## src/rtl/spi_master_pkg.sv

```systemverilog
// rtl/spi_master_pkg.sv - shared SPI state encoding and default widths
package spi_pkg;

  typedef enum logic [2:0] {
    IDLE,
    SETUP,
    HIGH,
    LOW,
    HOLD
  } spi_state_t;

  // The slave's instruction register width must agree with SPI_DATA_W_DEF
  localparam int SPI_DATA_W_DEF  = 4;
  localparam int SPI_CLK_DIV_DEF = 2;

endpackage

```

## src/rtl/spi_master_if.sv

```systemverilog
// rtl/spi_master_if.sv - host handshake and SPI pin bundle for spi_master
interface spi_master_if #(
  parameter int DATA_W = spi_pkg::SPI_DATA_W_DEF
);

  logic              start;
  logic [DATA_W-1:0] tx_data;
  logic              busy;
  logic              done;
  logic [DATA_W-1:0] rx_data;
  logic              sclk;
  logic              CS;
  logic              MOSI;
  logic              MISO;

  modport master (
    input  start,
    input  tx_data,
    input  MISO,
    output busy,
    output done,
    output rx_data,
    output sclk,
    output CS,
    output MOSI
  );

  modport slave (
    output start,
    output tx_data,
    output MISO,
    input  busy,
    input  done,
    input  rx_data,
    input  sclk,
    input  CS,
    input  MOSI
  );

endinterface

```

## src/rtl/spi_master_clk_div.sv

```systemverilog
// rtl/spi_master_clk_div.sv - half-period down-counter, tick when expired
module spi_clk_div #(
  parameter int CLK_DIV = spi_pkg::SPI_CLK_DIV_DEF
) (
  input  logic clk,
  input  logic rst,
  input  logic load,
  output logic tick
);

  localparam int CW = (CLK_DIV > 1) ? $clog2(CLK_DIV) : 1;

  logic [CW-1:0] r_cnt;

  always_ff @(posedge clk or posedge rst) begin
    if (rst) begin
      r_cnt <= '0;
    end else if (load) begin
      r_cnt <= CW'(CLK_DIV - 1);
    end else if (r_cnt != '0) begin
      r_cnt <= r_cnt - 1'b1;
    end
  end

  assign tick = (r_cnt == '0);

endmodule

```

## src/rtl/spi_master.sv

```systemverilog
// rtl/spi_master.sv - mode-0 SPI initiator, MSB first, registered outputs
module spi_master
  import spi_pkg::*;
#(
  parameter int DATA_W  = SPI_DATA_W_DEF,
  parameter int CLK_DIV = SPI_CLK_DIV_DEF
) (
  input  logic clk,
  input  logic rst,
  spi_master_if.master bus
);

  localparam int BW = (DATA_W > 1) ? $clog2(DATA_W) : 1;

  spi_state_t r_state;
  spi_state_t w_next_state;

  logic              w_tick;
  logic              w_load;
  logic              w_accept;
  logic              w_cs_nxt;
  logic              w_sclk_nxt;
  logic              w_busy_nxt;
  logic              w_done_nxt;
  logic [DATA_W-1:0] w_tx_shift;
  logic [DATA_W-1:0] w_rx_shift;

  logic [DATA_W-1:0] r_tx_sh;
  logic [DATA_W-1:0] r_rx_sh;
  logic [BW-1:0]     r_bit_cnt;
  logic              r_cs;
  logic              r_sclk;
  logic              r_mosi;
  logic              r_busy;
  logic              r_done;
  logic [DATA_W-1:0] r_rx_data;

  // Every state change reloads the divider, so each phase lasts CLK_DIV cycles
  assign w_load     = (w_next_state != r_state);
  assign w_accept   = (r_state == IDLE) && bus.start;
  assign w_tx_shift = r_tx_sh << 1;
  assign w_rx_shift = (r_rx_sh << 1) | DATA_W'(bus.MISO);

  spi_clk_div #(
    .CLK_DIV (CLK_DIV)
  ) u_clk_div (
    .clk  (clk),
    .rst  (rst),
    .load (w_load),
    .tick (w_tick)
  );

  always_ff @(posedge clk or posedge rst) begin
    if (rst) begin
      r_state <= IDLE;
    end else begin
      r_state <= w_next_state;
    end
  end

  always_comb begin
    w_next_state = r_state;
    w_cs_nxt     = 1'b1;
    w_sclk_nxt   = 1'b0;
    w_busy_nxt   = 1'b0;
    w_done_nxt   = 1'b0;

    unique case (r_state)
      IDLE:    if (bus.start) w_next_state = SETUP;
      SETUP:   if (w_tick)    w_next_state = HIGH;
      HIGH:    if (w_tick)    w_next_state = (r_bit_cnt == '0) ? HOLD : LOW;
      LOW:     if (w_tick)    w_next_state = HIGH;
      HOLD:    if (w_tick)    w_next_state = IDLE;
      default:                w_next_state = IDLE;
    endcase

    // Pin levels follow the state being entered, keeping every output registered
    w_cs_nxt   = (w_next_state == IDLE);
    w_sclk_nxt = (w_next_state == HIGH);
    w_busy_nxt = (w_next_state != IDLE);
    w_done_nxt = (r_state == HOLD) && (w_next_state == IDLE);
  end

  always_ff @(posedge clk or posedge rst) begin
    if (rst) begin
      r_cs      <= 1'b1;
      r_sclk    <= 1'b0;
      r_mosi    <= 1'b0;
      r_busy    <= 1'b0;
      r_done    <= 1'b0;
      r_rx_data <= '0;
      r_tx_sh   <= '0;
      r_rx_sh   <= '0;
      r_bit_cnt <= '0;
    end else begin
      r_cs   <= w_cs_nxt;
      r_sclk <= w_sclk_nxt;
      r_busy <= w_busy_nxt;
      r_done <= w_done_nxt;

      if (w_accept) begin
        r_tx_sh   <= bus.tx_data;
        r_mosi    <= bus.tx_data[DATA_W-1];
        r_bit_cnt <= BW'(DATA_W - 1);
      end

      if ((r_state == HIGH) && w_tick) begin
        r_rx_sh <= w_rx_shift;
      end

      if ((r_state == HIGH) && (w_next_state == LOW)) begin
        r_tx_sh   <= w_tx_shift;
        r_mosi    <= w_tx_shift[DATA_W-1];
        r_bit_cnt <= r_bit_cnt - 1'b1;
      end

      if (w_done_nxt) begin
        r_rx_data <= r_rx_sh;
      end
    end
  end

  assign bus.CS      = r_cs;
  assign bus.sclk    = r_sclk;
  assign bus.MOSI    = r_mosi;
  assign bus.busy    = r_busy;
  assign bus.done    = r_done;
  assign bus.rx_data = r_rx_data;

endmodule

```

## src/flat_wrapper.sv

```systemverilog
// flat-port wrapper written by rule: the top's interface ports become plain ports
module spi_master_flat import spi_pkg::*;
#(
  parameter int DATA_W  = SPI_DATA_W_DEF,
  parameter int CLK_DIV = SPI_CLK_DIV_DEF
)
  (clk, rst, bus_start, bus_tx_data, bus_MISO, bus_busy, bus_done, bus_rx_data, bus_sclk, bus_CS, bus_MOSI);
  spi_master_if #(.DATA_W(DATA_W)) bus_i ();
  input  logic clk;
  input  logic rst;
  input wire logic [$bits(bus_i.start)-1:0] bus_start;
  input wire logic [$bits(bus_i.tx_data)-1:0] bus_tx_data;
  input wire logic [$bits(bus_i.MISO)-1:0] bus_MISO;
  output wire logic [$bits(bus_i.busy)-1:0] bus_busy;
  output wire logic [$bits(bus_i.done)-1:0] bus_done;
  output wire logic [$bits(bus_i.rx_data)-1:0] bus_rx_data;
  output wire logic [$bits(bus_i.sclk)-1:0] bus_sclk;
  output wire logic [$bits(bus_i.CS)-1:0] bus_CS;
  output wire logic [$bits(bus_i.MOSI)-1:0] bus_MOSI;
  assign bus_i.start = bus_start;
  assign bus_i.tx_data = bus_tx_data;
  assign bus_i.MISO = bus_MISO;
  assign bus_busy = bus_i.busy;
  assign bus_done = bus_i.done;
  assign bus_rx_data = bus_i.rx_data;
  assign bus_sclk = bus_i.sclk;
  assign bus_CS = bus_i.CS;
  assign bus_MOSI = bus_i.MOSI;
  spi_master #(.DATA_W(DATA_W), .CLK_DIV(CLK_DIV)) u_core (.clk(clk), .rst(rst), .bus(bus_i));
endmodule
```

## config.mk

```make
export PLATFORM = sky130hd
export DESIGN_NAME = spi_master_flat
export DESIGN_NICKNAME = d
export VERILOG_FILES = /design/src/rtl/spi_master_pkg.sv /design/src/rtl/spi_master_if.sv /design/src/rtl/spi_master_clk_div.sv /design/src/rtl/spi_master.sv /design/src/flat_wrapper.sv
export SDC_FILE = /design/constraint.sdc
export NUM_CORES = 1
export LEC_CHECK = 0
export CAP_MARGIN = 20
export CORE_MARGIN = 1.5
export CORE_UTILIZATION = 51
export CTS_CLUSTER_SIZE = 8
export DETAILED_ROUTE_END_ITERATION = 6
export HOLD_SLACK_MARGIN = 0.06
export PLACE_DENSITY = 0.77
export SLEW_MARGIN = 15
export SYNTH_ARGS = -nofsm -noshare
export SYNTH_HDL_FRONTEND = slang
export SYNTH_SLANG_ARGS = --single-unit
export TNS_END_PERCENT = 20
```

## constraint.sdc

```tcl
create_clock -name clk -period 2.2 [get_ports clk]
set_input_delay 0.22 -clock clk [delete_from_list [all_inputs] [get_ports clk]]
set_output_delay 0.22 -clock clk [all_outputs]
set_load 0.05 [all_outputs]
```

==> qor.json <==
{
  "most_common_cell_after_layout_fill_and_taps_aside": {"value": "sky130_fd_sc_hd__dfrtp_1"},
  "grt_setup_unrepaired": {"value": "no"},
  "global_route_wire_length_before_repair": {"value": 2.70, "unit": "mm"},
  "antennaDiodeCount": {"value": 0},
  "yosys_register_bits": {"value": 22},
  "starting_drt_drc_count": {"value": 7},
  "postRouteAntennaNets": {"value": 0},
  "numPortBuffers": {"value": 16},
  "post-cts-setup-buffers": {"value": 0},
  "worstPathMaxFanout": {"value": 1},
  "globalRoute.totalOverflow": {"value": 0},
  "worst_slew_pin_slew": {"value": 501, "unit": "ps"},
  "design_power_total": {"value": 0.00169, "unit": "W"},
  "cts_root_buf": {"value": "sky130_fd_sc_hd__clkbuf_4"},
  "setup.worst_path.start_class": {"value": "register"},
  "timing.setup.tns": {"value": 0, "unit": "ps"},
  "clock_sinks": {"value": 22},
  "postSynthCellCount": {"value": 75},
  "critical-path-slowest-cell": {"value": "sky130_fd_sc_hd__clkdlybuf4s50_1"},
  "synthesis.area": {"value": 0.00101, "unit": "sq mm"},
  "route.detailed.wl_per_inst": {"value": 13.6, "unit": "microns"},
  "crit_arrival": {"value": 1610, "unit": "ps"},
  "via_count": {"value": 610},
  "p_per_area": {"value": 1370, "unit": "mW/mm^2"},
  "htree_levels": {"value": 1},
  "clock_latency_reported_for_the_late_side_of_the_worst_skew_pair": {"value": 300, "unit": "ps"},
  "place.detailed.instances": {"value": 114},
  "starting_density_of_the_core": {"value": 56.3, "unit": "%"},
  "stdcell_count": {"value": 118},
  "cp_data_required_time": {"value": 1980, "unit": "ps"},
  "cts_tree": {"value": "built"},
  "design.final.nets": {"value": 103},
  "cpPeakStageDelay": {"value": 790, "unit": "ps"},
  "path_cells": {"value": "clkdlybuf4s50_1"},
  "maxClockFrequency": {"value": 547, "unit": "MHz"},
  "resized_cells_post_cts": {"value": 0},
  "dp_hpwl": {"value": 1.18, "unit": "mm"},
  "vdd.ir_drop.worst": {"value": 0.000922, "unit": "V"},
  "die-width": {"value": 47.6, "unit": "microns"},
  "worstSetupPathType": {"value": "reg -> out"},
  "post_synth.cell_area_avg": {"value": 13.5, "unit": "sq um"},
  "design.die.area": {"value": 0.00227, "unit": "sq mm"},
  "fillers": {"value": 146},
  "clk_transition_reported_paths": {"value": 120, "unit": "ps"},
  "vias_per_cell": {"value": 5.17},
  "grt_util_overall": {"value": 17.5, "unit": "%"},
  "cts_hold_repair.buffers": {"value": 0},
  "drt_drc_violations_left": {"value": 0},
  "relSlewSlack": {"value": 66.5, "unit": "%"},
  "timing.final.max_slew_violations": {"value": 0},
  "boundaryPins": {"value": 17},
  "syn_to_final_growth": {"value": 21.7, "unit": "%"},
  "cts-root-to-sink-buffers": {"value": 2},
  "globalplace.congestion": {"value": 0.775},
  "largest_net_degree_at_the_start_of_global_routing": {"value": 23},
  "fin_crit_sh": {"value": 83.1, "unit": "%"},
  "via_count_of_the_first_global_routing_pass": {"value": 583},
  "antenna_found_initial": {"value": 0},
  "final-setup-viol-count": {"value": 0},
  "timing.max_cap.violations": {"value": 0},
  "synth_fp_nets": {"value": 84},
  "core.rowCount": {"value": 15},
  "final_hold_viol_count": {"value": 0},
  "drive_above_1_share": {"value": 26.9, "unit": "%"},
  "detail_route.first_pass.iterations": {"value": 4},
  "cts_buffers": {"value": 3},
  "p_leak": {"value": 0.532, "unit": "nW"},
  "outcome": {"value": "finished clean"},
  "cp-startpoint": {"value": "u_core.bus.CS"},
  "final.setup_skew": {"value": 6.51, "unit": "ps"},
  "critical_path_buffer_and_inverter_count": {"value": 1},
  "clock_period_minus_final_worst_setup_slack": {"value": 1830, "unit": "ps"},
  "final_cell_mix": {"value": "sky130_fd_sc_hd__dfrtp_1 (21), sky130_fd_sc_hd__clkdlybuf4s50_1 (16), sky130_fd_sc_hd__mux2_2 (10), sky130_fd_sc_hd__inv_1 (6), sky130_fd_sc_hd__a21oi_1 (5)"},
  "yosysUniqueCellTypes": {"value": 27},
  "placeableCoreArea": {"value": 0.00180, "unit": "sq mm"},
  "routed_wirelength": {"value": 1.60, "unit": "mm"},
  "holdCritPathClass": {"value": "in -> async"},
  "r2r_start": {"value": "u_core.r_state[1]"},
  "die_h": {"value": 47.6, "unit": "microns"},
  "crit_family": {"value": "buffers and inverters"},
  "yosysWarnings": {"value": 0},
  "synth.yosys.seq_area_share": {"value": 54.4, "unit": "%"},
  "kind_of_end_point_of_the_critical_path": {"value": "output port"}
}
[metrics by stage]
step                util (%)  instance area [sq um]  worst slack, ps  hold slack, ps
finish                  68.5                   1230              373             244
global placement        65.6                   1180              445             462
detailed placement      65.6                   1180              402             467
global route            68.5                   1230              322             292
floorplan                  -                   1010              517             208
CTS                     68.5                   1230              350             240
[cell families (layout without fill, tap and decap cells)]
| kind of cell | count (synthesis) | after routing | share of synthesized area [%] |
|---|---|---|---|
| buf+inv | 11 | 29 | 6.78 |
| flops | 22 | 22 | 54.4 |
| mux | 14 | 14 | 16.0 |
| fa+ha+maj | 1 | 1 | 1.23 |
| compound gates | 13 | 13 | 8.38 |
| simple gates | 14 | 14 | 13.2 |
[final timing paths]
| kind | end | slack [ps] | depth (start not counted) |
|---|---|---|---|
| setup / recovery | bus_CS | 370 | 1 |
| hold / removal | u_core.bus.rx_data[2] | 240 | 3 |
| setup reg to reg | u_core.bus.MOSI | 510 | 3 |
| hold reg to reg | u_core.r_bit_cnt[0] | 480 | 1 |
| max in group asynchronous | u_core.bus.CS | 1680 | 3 |
| min in group clk | u_core.r_bit_cnt[0] | 480 | 1 |
[power breakdown]
part           internal [W]  switching, W  leakage (nW)
registers          0.000552      0.000156         0.270
clock network      0.000184      0.000113        0.0279
logic              0.000339      0.000343         0.234
[flip-flops by register name, indices dropped and copies added (netlist names)]
| register | count |
|---|---|
| u_core.bus.CS | 1 |
| u_core.bus.MOSI | 1 |
| u_core.bus.busy | 1 |
| u_core.bus.done | 1 |
| u_core.bus.rx_data | 4 |
| u_core.bus.sclk | 1 |
| u_core.r_bit_cnt | 2 |
| u_core.r_rx_sh | 4 |
| u_core.r_state | 3 |
| u_core.r_tx_sh | 3 |
| u_core.u_clk_div.r_cnt | 1 |
[area by class of cell]
cell class | count | area [sq um] | area share [%]
well taps | 25 | 31.3 | 2.53
flip-flops and latches | 22 | 552 | 44.7
multi-input cells | 42 | 394 | 31.9
clock buffers | 3 | 22.5 | 1.82
repair buffers | 19 | 183 | 14.8
inverters | 6 | 22.5 | 1.82
clock inverters | 1 | 30.0 | 2.43
[routing by layer]
layer | wire [microns] | track usage [%] | vias to the layer above
met4 | 12 | 8.11 | 0
met2 | 762 | 26.8 | 11
met3 | 55 | 3.40 | 2
met1 | 769 | 24.3 | 297
li1 | - | - | 300
met5 | 0 | 0 | -
[Yosys cell counts]
library cell | n | share of area (%)
sky130_fd_sc_hd__o21ai_0 | 3 | 1.5
sky130_fd_sc_hd__o21a_1 | 1 | 0.74
sky130_fd_sc_hd__ha_1 | 1 | 1.2
sky130_fd_sc_hd__mux2i_1 | 2 | 2.0
sky130_fd_sc_hd__nand4bb_1 | 1 | 1.1
sky130_fd_sc_hd__buf_6 | 3 | 3.3
sky130_fd_sc_hd__buf_2 | 1 | 0.49
sky130_fd_sc_hd__o32a_2 | 1 | 1.1
sky130_fd_sc_hd__dfrtp_1 | 21 | 52
sky130_fd_sc_hd__a211oi_1 | 2 | 1.5
sky130_fd_sc_hd__nand2_1 | 1 | 0.37
sky130_fd_sc_hd__a311o_2 | 1 | 1.1
sky130_fd_sc_hd__nor2_1 | 3 | 1.1
sky130_fd_sc_hd__buf_4 | 1 | 0.74
sky130_fd_sc_hd__a21oi_1 | 5 | 2.5
sky130_fd_sc_hd__inv_1 | 6 | 2.2
sky130_fd_sc_hd__nor3b_1 | 1 | 0.74
sky130_fd_sc_hd__or2b_1 | 1 | 0.74
sky130_fd_sc_hd__nor3_1 | 1 | 0.49
sky130_fd_sc_hd__dfstp_2 | 1 | 2.6
sky130_fd_sc_hd__and2_1 | 1 | 0.62
sky130_fd_sc_hd__mux2_2 | 10 | 11
sky130_fd_sc_hd__mux2_4 | 2 | 3.0
sky130_fd_sc_hd__nand3_1 | 1 | 0.49
sky130_fd_sc_hd__nor4b_4 | 2 | 4.7
sky130_fd_sc_hd__nor4_4 | 1 | 2.1
sky130_fd_sc_hd__nand3b_1 | 1 | 0.74
Power figures use the tool's default switching activity.
